**config.mk**
```make
export PLATFORM = sky130hd
export DESIGN_NAME = key_debounce
export DESIGN_NICKNAME = d
export VERILOG_FILES = /design/src/rtl/key_debounce_pkg.sv /design/src/rtl/key_filter_ch.sv /design/src/rtl/key_debounce.sv
export SDC_FILE = /design/constraint.sdc
export NUM_CORES = 1
export LEC_CHECK = 0
export ABC_CLOCK_PERIOD_IN_PS = 4350
export CAP_MARGIN = 10
export CORE_ASPECT_RATIO = 0.7
export CORE_UTILIZATION = 41
export DETAILED_ROUTE_END_ITERATION = 7
export PLACE_DENSITY = 0.55
export SYNTH_ARGS = -nofsm -noshare
export SYNTH_HDL_FRONTEND = slang
export SYNTH_SLANG_ARGS = --single-unit
```
**constraint.sdc**
```tcl
create_clock -name sys_clk -period 4.35 [get_ports sys_clk]
set_input_delay 0.6525 -clock sys_clk [delete_from_list [all_inputs] [get_ports sys_clk]]
set_output_delay 0.6525 -clock sys_clk [all_outputs]
set_load 0.02 [all_outputs]
```
**src/rtl/key_debounce_pkg.sv**
```systemverilog
// Shared types and defaults for the push-button debouncer.
// State encoding is binary; one-hot buys nothing for four states.
package key_debounce_pkg;

  typedef enum logic [1:0] {
    ST_IDLE   = 2'd0,
    ST_FLT_DN = 2'd1,
    ST_DOWN   = 2'd2,
    ST_FLT_UP = 2'd3
  } key_st_e;

  localparam int          KEY_NUM_DEF = 4;
  localparam int          CNT_W_DEF   = 20;
  // 20 ms at 50 MHz, minus one
  localparam int unsigned CNT_MAX_DEF = 999_999;

endpackage

```
**src/rtl/key_filter_ch.sv**
```systemverilog
// One key channel: 2-flop synchronizer, filter FSM and stability counter.
// Input is active-low; outputs are active-high and fully registered.
module key_filter_ch
  import key_debounce_pkg::*;
#(
  parameter int          CNT_W   = CNT_W_DEF,
  parameter int unsigned CNT_MAX = CNT_MAX_DEF
) (
  input  logic sys_clk,
  input  logic sys_rst,
  input  logic key_in,
  output logic key_state,
  output logic key_flag,
  output logic key_release
);

  localparam logic [CNT_W-1:0] LP_MAX = CNT_W'(CNT_MAX);
  localparam logic [CNT_W-1:0] LP_ONE = CNT_W'(1);

  logic [1:0]       r_sync;
  logic             w_ks;
  key_st_e          r_st;
  key_st_e          w_st_nxt;
  logic [CNT_W-1:0] r_cnt;
  logic [CNT_W-1:0] w_cnt_nxt;
  logic             r_state;
  logic             w_state_nxt;
  logic             r_flag;
  logic             w_flag_nxt;
  logic             r_rel;
  logic             w_rel_nxt;

  // Flops reset to 1 so a held key looks released until sampled
  always_ff @(posedge sys_clk or posedge sys_rst) begin
    if (sys_rst) r_sync <= 2'b11;
    else         r_sync <= {r_sync[0], key_in};
  end

  assign w_ks = r_sync[1];

  always_ff @(posedge sys_clk or posedge sys_rst) begin
    if (sys_rst) begin
      r_st    <= ST_IDLE;
      r_cnt   <= '0;
      r_state <= 1'b0;
      r_flag  <= 1'b0;
      r_rel   <= 1'b0;
    end else begin
      r_st    <= w_st_nxt;
      r_cnt   <= w_cnt_nxt;
      r_state <= w_state_nxt;
      r_flag  <= w_flag_nxt;
      r_rel   <= w_rel_nxt;
    end
  end

  always_comb begin
    w_st_nxt    = r_st;
    w_cnt_nxt   = r_cnt;
    w_state_nxt = r_state;
    w_flag_nxt  = 1'b0;
    w_rel_nxt   = 1'b0;
    unique case (r_st)
      ST_IDLE: begin
        if (!w_ks) begin
          w_st_nxt  = ST_FLT_DN;
          w_cnt_nxt = '0;
        end
      end
      ST_FLT_DN: begin
        if (w_ks) begin
          w_st_nxt  = ST_IDLE;
          w_cnt_nxt = '0;
        end else if (r_cnt == LP_MAX) begin
          w_st_nxt    = ST_DOWN;
          w_cnt_nxt   = '0;
          w_flag_nxt  = 1'b1;
          w_state_nxt = 1'b1;
        end else begin
          w_cnt_nxt = r_cnt + LP_ONE;
        end
      end
      ST_DOWN: begin
        if (w_ks) begin
          w_st_nxt  = ST_FLT_UP;
          w_cnt_nxt = '0;
        end
      end
      ST_FLT_UP: begin
        if (!w_ks) begin
          w_st_nxt  = ST_DOWN;
          w_cnt_nxt = '0;
        end else if (r_cnt == LP_MAX) begin
          w_st_nxt    = ST_IDLE;
          w_cnt_nxt   = '0;
          w_rel_nxt   = 1'b1;
          w_state_nxt = 1'b0;
        end else begin
          w_cnt_nxt = r_cnt + LP_ONE;
        end
      end
    endcase
  end

  assign key_state   = r_state;
  assign key_flag    = r_flag;
  assign key_release = r_rel;

endmodule

```
**src/rtl/key_debounce.sv**
```systemverilog
// Multi-key debouncer: KEY_NUM independent filter channels side by side.
// Reset deassertion is assumed already synchronized upstream.
module key_debounce
  import key_debounce_pkg::*;
#(
  parameter int          KEY_NUM = KEY_NUM_DEF,
  parameter int unsigned CNT_MAX = CNT_MAX_DEF,
  parameter int          CNT_W   = CNT_W_DEF
) (
  input  logic               sys_clk,
  input  logic               sys_rst,
  input  logic [KEY_NUM-1:0] key_in,
  output logic [KEY_NUM-1:0] key_state,
  output logic [KEY_NUM-1:0] key_flag,
  output logic [KEY_NUM-1:0] key_release
);

  for (genvar g = 0; g < KEY_NUM; g++) begin : g_ch
    key_filter_ch #(
      .CNT_W   (CNT_W),
      .CNT_MAX (CNT_MAX)
    ) u_ch (
      .sys_clk     (sys_clk),
      .sys_rst     (sys_rst),
      .key_in      (key_in[g]),
      .key_state   (key_state[g]),
      .key_flag    (key_flag[g]),
      .key_release (key_release[g])
    );
  end

endmodule

```
==> flow_metrics.tcl, run 1 <==
set metrics [dict create \
    slowest_delay_ns 0.95 \
    start_kind "register" \
    path_depth 6 \
    synth.avg_cell_area_sq_um 9.34 \
    grtUsageTotal_pct 17.8 \
    ctsResizeCount 0 \
    drive_above_1_share_pct 8.35 \
    synth_cell_type_count 52 \
    initial_utilization_pct 42.4 \
    worst_pin_slew_ns 1.20 \
    vdd_drop_max_uv 242 \
    antenna_cells 0 \
    crit_fanout 30 \
    synthToLayoutAreaGrowth_pct 8.86 \
    syn_nets 610 \
    drv_cap 0 \
    cp.required_ns 4.62 \
    ys.flop_type "dfrtp_1" \
    path_clk_slew_ns 0.07 \
    die_h_um 99.8 \
    slew-limit-headroom_pct 19.8 \
    netlist_instances 600 \
    ios 18 \
    hold_viol 0 \
    io_buffers 17 \
    crit_type "register to register" \
    dp_slack_ns 1.95 \
    worstPathArrival_ns 2.72 \
    intPower_w 0.00177 \
    netlist_area_sq_mm 0.00561 \
    route.detailed.drc 0 \
    crit_chain "ha_1 -> nand3_1 -> nor4_4 -> a21oi_2 -> a41oi_1 -> a31oi_1" \
    synth-async-reset-ratio_pct 100 \
    clock_latency_ns 0.35 \
    drt_iter0_drc 257 \
    synth_top_area_cell "dfrtp_1" \
    power_frac_comb_pct 27.4 \
    die_w_um 142 \
    grt_max_degree 66 \
    post_cts_buffers 0 \
    antenna_found_initial 0 \
    max_freq_ghz 0.408 \
    cts_sinks 108 \
    final.period_utilization_pct 56.3 \
    synth_edf_count 0 \
    max-clock-path-buffers 2 \
    run_status "finished clean" \
    grt_pass1_wl_um 20200 \
    layout.nets 604 \
    r2r_cells 6 \
    gp_congestion 0.811 \
    wl_per_cell_um 14.9 \
    rsz0062_at_grt "false" \
    setup_viol 0 \
    core_sq_mm 0.0132 \
    post-dp-hpwl_um 7750 \
    cp_slowest_cell "a21oi_2" \
    grt_pass1_vias 4020 \
    worst_slack_ns 1.90 \
    drt-total-wl_um 11700 \
    drv_slew 0 \
    p_per_area_mw_per_mm2 463 \
    final_antenna_net_count 0 \
    synthTopCellsByCount "dfrtp_1, nand2_1, a31oi_1, nand3_1, o21ai_0" \
    tns_ns 0 \
    cts_hold_buf 0 \
    power_switching_w 0.00105 \
    cp_num_buf_inv 0 \
    via_per_inst 5.69 \
    cts_root_buffer "clkbuf_16" \
    p_seq_share_pct 43.2 \
    finClkSkew_ns 0.00668 \
    yosysMostFrequentCell "dfrtp_1" \
    cellLeakagePower_nw 2.46 \
    cts.htree.levels 3 \
    netlist.area_leader.share_pct 44.6 \
    finalCriticalPeriod_ns 2.45 \
    vias 4461 \
    worst_hold_path_type "register to register" \
    die_area_sq_mm 0.0142 \
    cts_tree "built" \
    ys_seq_elements 108 \
    numCtsBuffers 9 \
    holdPathStages 0 \
    grt-ovfl-total 0 \
    sw_frac_of_total_pct 37.1 \
    yosysSeqAreaShare_pct 48.4 \
    num_rows 35 \
    clock_power_share_pct 29.4 \
    r2r_slack_ns 1.90 \
    synthTopCellsByArea "dfrtp_1, a31oi_1, nand2_1" \
    cp_top_family "compound AO/OA/AOI/OAI gates" \
    ys_warn_count 0 \
    end_kind "register" \
    first_pass_iters 5 \
]
-- cells in the final DEF, fill, tap and decap left out, types with 3 or more instances in the layout --
cell             netlist  routed
a41oi_1               11      11
nor2_1                27      27
a21oi_1               39      39
ha_1                   4       4
o21ai_1                4       4
a2bb2oi_1              3       3
xor2_1                 6       6
nor3_1                18      18
dfrtp_1              100     100
or2_2                  5       5
nand3_1               44      44
a21o_1                12      12
nand2b_1               8       8
and4_1                 7       7
xnor2_1                6       6
nor3_2                 3       3
clkbuf_16              0       9
o21ai_0               40      40
mux2i_1                3       3
and3_1                 8       8
clkdlybuf4s50_1        0      17
buf_4                 14       3
a22o_1                 9       9
nand4_1               15      15
a21oi_2                3       3
nor4_4                 3       3
a31oi_1               51      51
nand2_1               70      70
nor4_1                 5       5
dfstp_2                8       8
or3_1                 11      11
inv_1                 19      18
-- metal layers --
metal  routed length (um)  up-vias  global-route usage (%)  share of wire, %
met5                    0        -                       0                 0
met4                  136        0                    5.05               1.2
met3                  397       13                    3.44               3.4
met2                 5060       84                    26.4                43
met1                 6080     2161                    26.5                52
li1                     -     2203                       -                 -
-- area by class of cell --
class                   count  area [sq um]
clock buffers               9           225
multi-input cells         436          2590
repair buffers             20           193
clock inverters             7          76.3
flip-flops and latches    108          2710
fillers                  1251          7120
inverters                  19          73.8
well taps                 185           231
-- worst paths after layout --
path                                         from                       end
setup / recovery            g_ch[0].u_ch.r_cnt[0]    g_ch[0].u_ch.r_cnt[15]
hold / removal             g_ch[0].u_ch.r_sync[0]    g_ch[0].u_ch.r_sync[1]
setup reg to reg            g_ch[0].u_ch.r_cnt[0]    g_ch[0].u_ch.r_cnt[15]
hold reg to reg            g_ch[0].u_ch.r_sync[0]    g_ch[0].u_ch.r_sync[1]
max in group asynchronous                 sys_rst    g_ch[0].u_ch.r_sync[0]
min in group asynchronous                 sys_rst  g_ch[2].u_ch.key_release
-- kinds of logic after synthesis --
group	synth area share [%]
DFF	48.4
muxes	0.536
AOI/OAI and AO/OA	19.2
and+or+nand+nor	23.7
xor gates and xnor gates	1.87
adders and majority gates	0.893
buffers and inverters	5.40
-- registers in the layout, summed over array words and instances, names as in the netlist, named ones only --
| register | flops |
|---|---|
| g_ch.u_ch.key_state | 4 |
| g_ch.u_ch.r_st | 4 |
| g_ch.u_ch.key_release | 4 |
| g_ch.u_ch.r_sync | 8 |
| g_ch.u_ch.r_cnt | 80 |
| g_ch.u_ch.key_flag | 4 |
-- metrics by stage --
step                total power [W]  instance area, sq um  hold WS, ns  utilization (%)  std cells
finish                      0.00282                  6100        0.356             46.1        784
global route                0.00303                  6100        0.363             46.1        784
CTS                         0.00285                  6100        0.358             46.1        784
detailed placement          0.00201                  5800        0.347             43.9        768
global placement            0.00198                  5800        0.346             43.9        768
floorplan                   0.00185                  5610        0.345                -        600
-- power by group through the flow --
stage	logic (W)	clock network (W)	registers, W
floorplan	0.000649	0	0.00121
global placement	0.000747	0	0.00123
detailed placement	0.000772	0	0.00124
CTS	0.000774	0.000859	0.00122
global route	0.000886	0.000903	0.00124
finish	0.000774	0.000830	0.00122
Note: power is estimated with default switching activity, not from simulation.
==> run 2, diff against run 1 <==
--- a/config.mk
+++ b/config.mk
@@ -5,7 +5,7 @@
 export SDC_FILE = /design/constraint.sdc
 export NUM_CORES = 1
 export LEC_CHECK = 0
-export ABC_CLOCK_PERIOD_IN_PS = 4350
+export ABC_CLOCK_PERIOD_IN_PS = 2500
 export CAP_MARGIN = 10
 export CORE_ASPECT_RATIO = 0.7
 export CORE_UTILIZATION = 41
==> constraint.sdc (replaced) <==
create_clock -name sys_clk -period 2.5 [get_ports sys_clk]
set_input_delay 0.375 -clock sys_clk [delete_from_list [all_inputs] [get_ports sys_clk]]
set_output_delay 0.375 -clock sys_clk [all_outputs]
set_load 0.02 [all_outputs]
==> flow_metrics.tcl, run 2 (synthesized netlist as in run 1, its figures left out) <==
set metrics [dict create \
    cts_tree "built" \
    cts.htree.levels 3 \
    worst_hold_path_type "register to register" \
    slew-limit-headroom_pct 31.9 \
    tns_ns 0 \
    vias 4439 \
    intPower_w 0.00324 \
    cts_hold_buf 0 \
    regMostFlops "g_ch.u_ch.r_cnt" \
    grt_pass1_vias 4094 \
    cellLeakagePower_nw 2.49 \
    rsz0062_at_grt "false" \
    cts_root_buffer "clkbuf_16" \
    p_per_area_mw_per_mm2 815 \
    drt_iter0_drc 262 \
    grt_max_degree 109 \
    numCtsBuffers 9 \
    cts_sinks 108 \
    placedInstanceArea_sq_mm 0.00584 \
    via_per_inst 5.64 \
    first_pass_iters 4 \
    die_w_um 142 \
    slowest_delay_ns 0.81 \
    core_sq_mm 0.0132 \
    worstPathArrival_ns 2.51 \
    grt-ovfl-total 0 \
    ios 18 \
    hold_viol 0 \
    holdPathStages 0 \
    drt-total-wl_um 11600 \
    power_switching_w 0.00180 \
    gp_congestion 0.802 \
    post_cts_buffers 0 \
    start_kind "register" \
    final.period_utilization_pct 89.4 \
    crit_chain "ha_1 -> nand3_1 -> nor4_4 -> a21oi_2 -> o21ai_0 -> a31oi_1" \
    antenna_cells 0 \
    synthToLayoutAreaGrowth_pct 10.2 \
    layout.nets 607 \
    drv_cap 0 \
    crit_type "register to register" \
    crit_fanout 26 \
    p_seq_share_pct 42.1 \
    largest_reg_flops 80 \
    cp.required_ns 2.77 \
    power_frac_comb_pct 27.1 \
    io_buffers 17 \
    antenna_found_initial 0 \
    largestRegisters "g_ch.u_ch.r_cnt: 80 flops, g_ch.u_ch.r_sync: 8 flops" \
    grt_pass1_wl_um 19800 \
    die_area_sq_mm 0.0142 \
    grtUsageTotal_pct 17.4 \
    ctsResizeCount 0 \
    whs_ns 0.358 \
    end_kind "register" \
    max-clock-path-buffers 2 \
    drive_above_1_share_pct 8.64 \
    final_cell_mix "dfrtp_1, nand2_1, a31oi_1, nand3_1, o21ai_0" \
    run_status "finished clean" \
    die_h_um 99.8 \
    final_antenna_net_count 0 \
    fin_area_sq_mm 0.00618 \
    num_rows 35 \
    sw_frac_of_total_pct 35.7 \
    nFillCells 1254 \
    r2r_cells 6 \
    clock_latency_ns 0.35 \
    final_common_cell "dfrtp_1" \
    worst_pin_slew_ns 1.02 \
    setup_viol 0 \
    max_freq_ghz 0.447 \
    cp_slowest_cell "a21oi_2" \
    initial_utilization_pct 42.4 \
    post-dp-hpwl_um 7620 \
    wl_per_cell_um 14.7 \
    vdd_drop_max_uv 340 \
    clock_power_share_pct 30.8 \
    r2r_slack_ns 0.26 \
    finClkSkew_ns 0.0105 \
    route.detailed.drc 0 \
    path_clk_slew_ns 0.07 \
    finalCriticalPeriod_ns 2.24 \
    post-route-util_pct 46.7 \
    drv_slew 0 \
]
run 2: worst paths after layout:
path | start | endpoint
setup / recovery | g_ch[2].u_ch.r_cnt[0] | g_ch[2].u_ch.r_cnt[6]
hold / removal | g_ch[1].u_ch.r_sync[0] | g_ch[1].u_ch.r_sync[1]
setup reg to reg | g_ch[2].u_ch.r_cnt[0] | g_ch[2].u_ch.r_cnt[6]
hold reg to reg | g_ch[1].u_ch.r_sync[0] | g_ch[1].u_ch.r_sync[1]
max in group asynchronous | sys_rst | g_ch[2].u_ch.r_cnt[4]
min in group asynchronous | sys_rst | g_ch[3].u_ch.r_st[0]
run 2: metrics by stage:
step / std cells / power (W) / setup slack [ns]
after floorplan: 600 / 0.00323 / 0.673
final: 787 / 0.00504 / 0.264
after CTS: 787 / 0.00509 / 0.0486
after global placement: 771 / 0.00346 / 0.147
after detailed placement: 771 / 0.00350 / 0.0474
after global routing: 787 / 0.00537 / 0.0589
run 2: critical path, delay by kind of cell, from the launching register on:
kind | cells | cell delay [ns]
compound gates | 3 | 1.26
flops | 1 | 0.42
fa+ha+maj | 1 | 0.24
simple gates | 2 | 0.23
run 2: metal layers:
layer / share of wire, % / global-route usage, % / vias up
li1: - / - / 2215
met1: 53 / 25.2 / 2148
met2: 43 / 26.0 / 68
met3: 2.6 / 4.06 / 8
met4: 0.77 / 5.13 / 0
met5: 0 / 0 / -
run 2: cell type report:
| class | count | area [sq um] | area share, % |
|---|---|---|---|
| inverter | 19 | 75.1 | 1.22 |
| multi-input combinational | 436 | 2610 | 42.2 |
| timing repair buffer | 23 | 228 | 3.69 |
| clock buffer | 11 | 243 | 3.93 |
| sequential | 108 | 2710 | 43.9 |
| tap | 185 | 231 | 3.75 |
| clock inverter | 5 | 83.8 | 1.36 |
run 2: power groups by stage:
| stage | sequential, W | clock (W) | combinational, W |
|---|---|---|---|
| final | 0.00212 | 0.00155 | 0.00136 |
| after global routing | 0.00216 | 0.00166 | 0.00155 |
| after CTS | 0.00212 | 0.00162 | 0.00136 |
| after detailed placement | 0.00215 | 0 | 0.00135 |
| after global placement | 0.00214 | 0 | 0.00132 |
| after floorplan | 0.00210 | 0 | 0.00113 |
==> run 3, diff against run 2 <==
--- a/config.mk
+++ b/config.mk
@@ -10,7 +10,9 @@
 export CORE_ASPECT_RATIO = 0.7
 export CORE_UTILIZATION = 41
 export DETAILED_ROUTE_END_ITERATION = 7
+export GPL_TIMING_DRIVEN = 0
 export PLACE_DENSITY = 0.55
+export SKIP_LAST_GASP = 1
 export SYNTH_ARGS = -nofsm -noshare
 export SYNTH_HDL_FRONTEND = slang
 export SYNTH_SLANG_ARGS = --single-unit
==> constraint.sdc (replaced) <==
create_clock -name sys_clk -period 2.5 [get_ports sys_clk]
set_input_delay 0.375 -clock sys_clk [delete_from_list [all_inputs] [get_ports sys_clk]]
set_output_delay 0.375 -clock sys_clk [all_outputs]
set_load 0.1 [all_outputs]
==> flow_metrics.tcl, run 3 (synthesized netlist as in run 1, its figures left out) <==
set metrics [dict create \
    drt-total-wl_um 12300 \
    worst_hold_path_type "register to register" \
    final_antenna_net_count 0 \
    grt_max_degree 40 \
    vdd_drop_max_uv 379 \
    final_cell_mix "dfrtp_1, nand2_1, a31oi_1, nand3_1, o21ai_0" \
    numCtsBuffers 9 \
    cts_tree "built" \
    cellLeakagePower_nw 2.64 \
    clock_latency_ns 0.35 \
    drive_above_1_share_pct 12.6 \
    start_kind "register" \
    worstPathArrival_ns 1.96 \
    post_cts_buffers 0 \
    antenna_cells 0 \
    die_area_sq_mm 0.0142 \
    vias 4578 \
    regMostFlops "g_ch.u_ch.r_cnt" \
    gp_congestion 0.825 \
    instances_no_fill 821 \
    setup.worst_path.start "g_ch[0].u_ch.key_state" \
    antenna_found_initial 0 \
    initial_utilization_pct 42.4 \
    grt_pass1_wl_um 20900 \
    max-clock-path-buffers 2 \
    power_frac_comb_pct 30.0 \
    largestRegisters "g_ch.u_ch.r_cnt: 80 flops, g_ch.u_ch.r_sync: 8 flops" \
    crit_type "register to primary output" \
    first_pass_iters 5 \
    worst_slack_ns 0.162 \
    num_rows 35 \
    slew-limit-headroom_pct 35.2 \
    die_h_um 99.8 \
    p_per_area_mw_per_mm2 807 \
    grtUsageTotal_pct 18.6 \
    final_common_cell "dfrtp_1" \
    intPower_w 0.00325 \
    whs_ns 0.353 \
    worst_pin_slew_ns 0.969 \
    path_clk_slew_ns 0.07 \
    clock_power_share_pct 29.0 \
    hold_viol 0 \
    dp_slack_ns 0.317 \
    drv_slew 0 \
    via_per_inst 5.58 \
    io_buffers 17 \
    cts_sinks 108 \
    synthToLayoutAreaGrowth_pct 13.9 \
    r2r-start "g_ch[1].u_ch.r_cnt[0]" \
    end_kind "primary output" \
    crit_fanout 3 \
    grt_pass1_vias 4192 \
    core_sq_mm 0.0132 \
    post-route-util_pct 48.3 \
    ctsResizeCount 0 \
    cts.htree.levels 3 \
    max_freq_ghz 0.428 \
    route.detailed.drc 0 \
    finalCriticalPeriod_ns 2.34 \
    min-delay-start "g_ch[0].u_ch.r_sync[0]" \
    wl_per_cell_um 15.0 \
    drv_cap 0 \
    power_switching_w 0.00190 \
    final.period_utilization_pct 93.5 \
    largest_reg_flops 80 \
    run_status "finished clean" \
    post-dp-hpwl_um 8510 \
    place_inst 805 \
    die_w_um 142 \
    finClkSkew_ns 0.00993 \
    cts_hold_buf 0 \
    grt-ovfl-total 0 \
    cts_root_buffer "clkbuf_16" \
    p_seq_share_pct 40.9 \
    layout.nets 641 \
    sw_frac_of_total_pct 36.9 \
    setup_viol 0 \
    drt_iter0_drc 328 \
    finalPower_w 0.00515 \
    cp.required_ns 2.12 \
    rsz0062_at_grt "false" \
    ios 18 \
]
==> run 3: changes by cell type in the layout (fill, tap and decap cells not counted), sizes merged <==
cell,before,now
clkinv,0,1
buf,6,32
bufinv,2,1
clkinvlp,3,2
clkbuf,11,20
==> run 3: cell type report <==
type / count / area (sq um)
clock inverters: 4 / 55.1
multi-input cells: 436 / 2590
well taps: 185 / 231
repair buffers: 20 / 230
flip-flops and latches: 108 / 2710
inverters: 19 / 75.1
plain buffers: 37 / 231
fillers: 1256 / 6840
clock buffers: 12 / 256
==> run 3: metal layers <==
metal / vias to the layer above / wire, um / GRT usage, %
li1: 2277 / - / -
met2: 74 / 5210 / 26.9
met3: 14 / 459 / 4.34
met5: - / 0 / 0
met4: 0 / 125 / 5.96
met1: 2213 / 6550 / 27.4
==> run 3: final timing paths <==
path / end / slack (ns) / cells past startpoint
setup reg to reg: g_ch[1].u_ch.r_cnt[11] / 0.31 / 7
max in group asynchronous: g_ch[0].u_ch.r_sync[1] / 1.37 / 4
min in group asynchronous: g_ch[2].u_ch.r_st[0] / 0.38 / 2
setup / recovery: key_state[0] / 0.16 / 2
hold / removal: g_ch[0].u_ch.r_sync[1] / 0.35 / 0
hold reg to reg: g_ch[0].u_ch.r_sync[1] / 0.35 / 0
==> run 3: power by group through the flow <==
stage / sequential (W) / combinational (W) / clock (W)
5_1_grt: 0.00214 / 0.00175 / 0.00160
2_1_floorplan: 0.00210 / 0.00113 / 0
4_1_cts: 0.00211 / 0.00156 / 0.00154
3_3_place_gp: 0.00214 / 0.00151 / 0
3_5_place_dp: 0.00214 / 0.00155 / 0
6_report: 0.00211 / 0.00155 / 0.00150
==> run 3: per-stage QoR <==
stage | TNS (ns) | cell area [sq um]
after global routing | 0 | 6380
after CTS | 0 | 6380
after detailed placement | 0 | 6070
after global placement | -28.59 | 6010
final | 0 | 6380
after floorplan | 0 | 5610
==> run 3: critical path, stage by stage (launching register included) <==
cell and delay (ns):
dfrtp_1 0.38, buf_4 0.12, clkdlybuf4s50_1 1.11
